### src/rtl/fifo_arb_pkg.sv
// fifo_arb_pkg: arbiter FSM encoding and width helpers shared by fifo_wr_arbiter and rr_pick
package fifo_arb_pkg;
  typedef enum logic {ARB = 1'b0, OWN = 1'b1} arb_state_t;
  function automatic int idx_w(input int n);
    return (n > 1) ? $clog2(n) : 1;
  endfunction
  function automatic int cnt_w(input int n);
    return $clog2(n + 1);
  endfunction
endpackage

### src/rtl/fifo_wr_arbiter_rr_pick.sv
// rr_pick: combinational round-robin pick; req/ptr in, one-hot grant and its index out (first set req at or after ptr)
module rr_pick import fifo_arb_pkg::*; #(
  parameter int N = 4
) (
  input  logic [N-1:0]          req,
  input  logic [idx_w(N)-1:0]   ptr,
  output logic [N-1:0]          grant,
  output logic [idx_w(N)-1:0]   idx
);
  localparam int IW = idx_w(N);
  function automatic logic [IW-1:0] wrap(input int v);
    return IW'((v >= N) ? v - N : v);
  endfunction
  always_comb begin
    grant = '0;
    idx = '0;
    for (int k = N - 1; k >= 0; k--)
      if (req[wrap(int'(ptr) + k)]) begin
        grant = N'(1) << wrap(int'(ptr) + k);
        idx = wrap(int'(ptr) + k);
      end
  end
endmodule

### src/rtl/fifo_wr_arbiter.sv
// fifo_wr_arbiter: round-robin burst arbiter onto one FIFO write port; Req/Data in, Grant out, registered Wr_Req/Data_in/Grant_Idx, credit from Rd_Req/Empty, sticky Ovf_Err on Wr_Req&Full
module fifo_wr_arbiter import fifo_arb_pkg::*; #(
  parameter int FIFO_WIDTH = 8,
  parameter int FIFO_DEPTH = 8,
  parameter int NUM_REQ    = 4,
  parameter int BURST_MAX  = 4
) (
  input  logic                          CLK,
  input  logic                          rst_n,
  input  logic [NUM_REQ-1:0]            Req,
  input  logic [NUM_REQ*FIFO_WIDTH-1:0] Data,
  output logic [NUM_REQ-1:0]            Grant,
  output logic [idx_w(NUM_REQ)-1:0]     Grant_Idx,
  output logic                          Wr_Req,
  output logic [FIFO_WIDTH-1:0]         Data_in,
  input  logic                          Rd_Req,
  input  logic                          Empty,
  input  logic                          Full,
  output logic                          Ovf_Err
);
  localparam int IW = idx_w(NUM_REQ);
  localparam int BW = cnt_w(BURST_MAX);
  localparam int CW = cnt_w(FIFO_DEPTH);
  arb_state_t state, state_n;
  logic [IW-1:0] ptr, ptr_n, owner, owner_n, pick_idx, win;
  logic [BW-1:0] beats, beats_n;
  logic [CW-1:0] cnt, cnt_n;
  logic [NUM_REQ-1:0] pick_grant;
  logic [FIFO_WIDTH-1:0] win_data;
  logic credit_ok, accept, pop, last_beat;
  rr_pick #(.N(NUM_REQ)) u_pick (
    .req  (Req),
    .ptr  (ptr),
    .grant(pick_grant),
    .idx  (pick_idx)
  );
  function automatic logic [IW-1:0] next_idx(input logic [IW-1:0] i);
    return (i == IW'(NUM_REQ - 1)) ? '0 : i + 1'b1;
  endfunction
  always_comb begin
    credit_ok = cnt < CW'(FIFO_DEPTH);
    win = (state == OWN) ? owner : pick_idx;
    Grant = (!rst_n || !credit_ok) ? '0 : (state == OWN) ? ((NUM_REQ'(1) << owner) & Req) : pick_grant;
    accept = |(Grant & Req);
    pop = Rd_Req & ~Empty;
    last_beat = (beats + 1'b1) == BW'(BURST_MAX);
    win_data = '0;
    for (int i = 0; i < NUM_REQ; i++)
      if (IW'(i) == win) win_data = Data[i*FIFO_WIDTH +: FIFO_WIDTH];
  end
  always_comb begin
    state_n = state;
    ptr_n = ptr;
    owner_n = owner;
    beats_n = beats;
    if (state == ARB) begin
      if (accept && BURST_MAX == 1) ptr_n = next_idx(pick_idx);
      else if (accept) begin
        state_n = OWN;
        owner_n = pick_idx;
        beats_n = BW'(1);
      end
    end else if (accept ? last_beat : !Req[owner]) begin
      state_n = ARB;
      ptr_n = next_idx(owner);
      beats_n = '0;
    end else if (accept) beats_n = beats + 1'b1;
    cnt_n = (accept && !pop) ? cnt + 1'b1 : (!accept && pop && cnt != '0) ? cnt - 1'b1 : cnt;
  end
  always_ff @(posedge CLK or negedge rst_n)
    if (!rst_n) begin
      state <= ARB;
      ptr <= '0;
      owner <= '0;
      beats <= '0;
      cnt <= '0;
      Wr_Req <= 1'b0;
      Data_in <= '0;
      Grant_Idx <= '0;
      Ovf_Err <= 1'b0;
    end else begin
      state <= state_n;
      ptr <= ptr_n;
      owner <= owner_n;
      beats <= beats_n;
      cnt <= cnt_n;
      Wr_Req <= accept;
      if (accept) begin
        Data_in <= win_data;
        Grant_Idx <= win;
      end
      Ovf_Err <= Ovf_Err | (Wr_Req & Full);
    end
endmodule

### config.mk
export PLATFORM = sky130hd
export DESIGN_NAME = fifo_wr_arbiter
export DESIGN_NICKNAME = d
export VERILOG_FILES = /design/src/rtl/fifo_arb_pkg.sv /design/src/rtl/fifo_wr_arbiter_rr_pick.sv /design/src/rtl/fifo_wr_arbiter.sv
export SDC_FILE = /design/constraint.sdc
export NUM_CORES = 1
export LEC_CHECK = 0
export BUFFER_PORTS_ARGS = -buffer_cell sky130_fd_sc_hd__buf_4
export CAP_MARGIN = 10
export CORE_UTILIZATION = 54
export CTS_CLUSTER_DIAMETER = 200
export DETAILED_ROUTE_END_ITERATION = 12
export PLACE_DENSITY_LB_ADDON = 0.05
export SLEW_MARGIN = 20
export SYNTH_ARGS = -nofsm -noshare
export SYNTH_HDL_FRONTEND = slang
export SYNTH_SLANG_ARGS = --single-unit
### constraint.sdc
create_clock -name CLK -period 6 [get_ports CLK]
set_clock_uncertainty 0.2 [all_clocks]
set_input_delay 0 -clock CLK [delete_from_list [all_inputs] [get_ports CLK]]
set_output_delay 0 -clock CLK [all_outputs]
set_load 0.03 [all_outputs]
==> impl_results.md <==
- Met3 Use GR: 0.04281
- Final hold viol count: 0
- Clk pwr share: 0.066
- Share of power burned in registers: 0.213
- Switch share: 0.4632
- FF-to-FF Start: ptr[0]
- Share of cells above drive strength 1: 0.3084
- Slew at the pin with the worst max-slew slack: 0.9012 ns
- Xor-xnor portion of the synthesized cell area: 0.01541
- Clk Latency, worst-skew pair: 0.26 ns
- Yosys cell types: 55
- Area Overhead vs Synth: 32.20%
- Crit. Startpoint: ptr[0]
- Simple-gate share of the synthesized area: 0.1596
- RSZ-0062 raised after global routing: no
- Total power: 1.641 mW
- CP endpoint kind: flip-flop
- Clk buf depth: 2
- H-tree Lvls: 1
- Initial Util: 0.5643
- Final Max Slew Viols: 0
- Mapped Cells: 236
- GRT Overall Usage: 0.2830
- VDD IR max: 320.7 uV
- Vias in the first global route: 2,028
- Combinational power share: 0.721
- Post-synth EDFFs: 0
- Row cnt: 23
- Pre-CTS setup slack: 0.8514 ns
- Fmax: 191.3 MHz
- Cell Count, Final, Fillers Out: 358
- Die Y-Extent: 66.89 um
- Nets: 367
- DRC Markers: 0
- Port Buffers: 56
- CP max FO: 34
- Setup TNS: 0 ns
- Normalized max-slew margin: 0.3963
- Mux contribution to synthesized area: 0.1888
- Hpwl dp: 3927 um
- Seq/Total Area, Yosys: 0.2642
- ANT nets after route: 0
- Clock-pin slew on the worst setup and hold paths: 0.09 ns
- Final RePlAce weighted congestion: 0.8799
- Top Ports: 57
- Asr flop ratio synth: 1.000
- Pint: 0.8807 mW
- Ant diodes: 0
- M2 GR Usage: 0.4836
- Sw power: 0.7600 mW
- Synthesis-stage register bit count: 24
- CP Class: flip-flop to flip-flop
- Worst Reg2Reg Path Length in Cells: 13
- Synth area leader: dfrtp_1
- Flop-to-flop setup slack: 0.77 ns
- Worst EP arrival: 5.18 ns
- Final Cycle Share: 0.8714
- Grt peak-use layer: met2
- CTS root buf: clkbuf_8
- Global-route wire length before repair: 9563 um
- Crit path time final: 5.229 ns
- CTS sink cnt: 24
- Leak Pwr: 1.323 nW
- Pwr/cell area: 545.9 nW/um^2
- Synthesized area per cell: 9.633 um^2
- Critical Path End: cnt[3]
- Largest family of logic cells by synthesized area: compound AO/OA/AOI/OAI gates
- Largest net degree at the start of global routing: 35
- Final std cell area, no fill: 3005 um^2
- Initial antenna violation count: 0
- Final WL: 6021 um
- Synth Warn #: 0
- Fin util: 0.7460
- Most common flop cell mapped by yosys: dfrtp_1
- Met1 Use GR: 0.3697
- Die X: 66.89 um
- Post-DP Area: 2675 um^2
- HP Class: input port to flip-flop
- Placed cells: 326
- Initial DRC count: 178
- CTS buffer count: 3
- Final hold slack: 0.07253 ns
- CTS tree: yes
- Largest cells by area after synthesis: dfrtp_1, ha_1, mux2i_1
- Synth Area in Compound Gates: 0.2212
- Die area: 4474 um^2
- Vias per inst: 5.883
- Cell area after synthesis: 2273 um^2
- First-pass DRT Iterations: 4
- Required @ worst endpoint: 5.96 ns
- Final Setup Violations: 0
- Startpoint types: flip-flop
- Area of the core: 4029 um^2
- Post-Synth Adder-Cell Area: 0.09686
- R2R Path End: cnt[3]
- Final setup margin: 0.7715 ns
- Post-synth top area share: 0.2642
- Syn Nets: 294
- Status: finished clean
- Maxcap violations: 0
- Grt ovf: 0
- Wire per inst: 16.82 um
- DR vias: 2,106
-- worst max-delay path, cell delays in order, from the launching register on --
cell	delay (ns)
dfrtp_1	0.82
inv_1	0.28
ha_1	0.53
mux2i_1	0.19
nor4b_1	0.38
o32ai_1	0.17
o22a_2	0.23
o211ai_4	0.72
o21ai_0	0.41
ha_1	0.38
a21o_1	0.16
a21oi_1	0.19
nand2_1	0.10
a221o_1	0.36
-- layout by cell type, fill, tap and decap left out, drive strengths merged, types with 3 or more instances in the layout --
master       instances
o221a                8
a21oi                9
and3                 3
nor2                 7
nand2               16
inv                 11
a21o                 6
clkbuf               4
nand2b               8
ha                  16
mux4                 4
buf                 57
dfrtp               24
nor3                 4
a211oi               4
mux2                15
o32ai                4
nand3               16
nor4b                5
mux2i               15
o21ai               11
dlygate4sd3         27
-- final cells by class --
cell class | count | area [um^2]
Tap cell | 50 | 62.56
Sequential cell | 24 | 600.6
Fill cell | 291 | 1023
Timing Repair Buffer | 84 | 695.7
Clock buffer | 4 | 55.05
Inverter | 11 | 41.29
Multi-Input combinational cell | 185 | 1550
-- power groups by stage --
stage | combinational [mW] | clock, mW | sequential, mW
finish | 1.18 | 0.108 | 0.350
CTS | 1.15 | 0.110 | 0.346
global placement | 1.03 | 0 | 0.345
detailed placement | 1.04 | 0 | 0.348
floorplan | 0.791 | 0 | 0.372
global route | 1.28 | 0.116 | 0.366
-- sequential cells by signal, summed over array words and instances, names as in the netlist --
register	cells
state	1
Data_in	8
Ovf_Err	1
Wr_Req	1
cnt	4
Grant_Idx	2
beats	3
ptr	2
owner	2
-- cells by family (layout without fill, tap and decap cells) --
family | count (synthesis) | after routing
and+or+nand+nor | 68 | 68
AOI/OAI and AO/OA | 62 | 62
muxes | 34 | 34
buffers and inverters | 27 | 99
DFF | 24 | 24
adders and majority gates | 17 | 17
xor gates and xnor gates | 4 | 4
-- how the worst min path moves through the flow --
stage	slack (ns)	to	startpoint	cells after the start
2_1_floorplan	-0.50	Data_in[0]	rst_n	0
3_3_place_gp	-0.28	beats[2]	rst_n	1
3_5_place_dp	-0.28	beats[2]	rst_n	1
4_1_cts	0.06	cnt[3]	Rd_Req	5
5_1_grt	0.09	cnt[3]	Rd_Req	5
6_report	0.07	cnt[3]	Rd_Req	5
-- repair_timing --
item	4_1_cts	5_1_grt
resized for setup	0	0
setup buffers	0	0
endpoints found under the hold margin	35	0
hold buffers	28	0
-- layer usage --
metal,vias to the layer above,routed length [um]
met1,992,2621
li1,1036,-
met3,6,314
met4,0,48
met5,-,0
met2,72,3036
-- synthesized netlist by cell type (3+ instances only) --
master and instances:
dfrtp_1 24, ha_1 16, nand2_1 16, nand3_1 16, mux2i_1 14, mux2_2 12, inv_1 11, o21ai_0 11
a21oi_1 9, buf_2 8, nand2b_1 8, o221a_2 8, nor2_1 7, a21o_1 6, clkbuf_1 6, nor4b_1 5
mux4_2 4, nor3_1 4, a211oi_1 3, and3_1 3, o32ai_1 3
(Power assumes the default switching activity.)
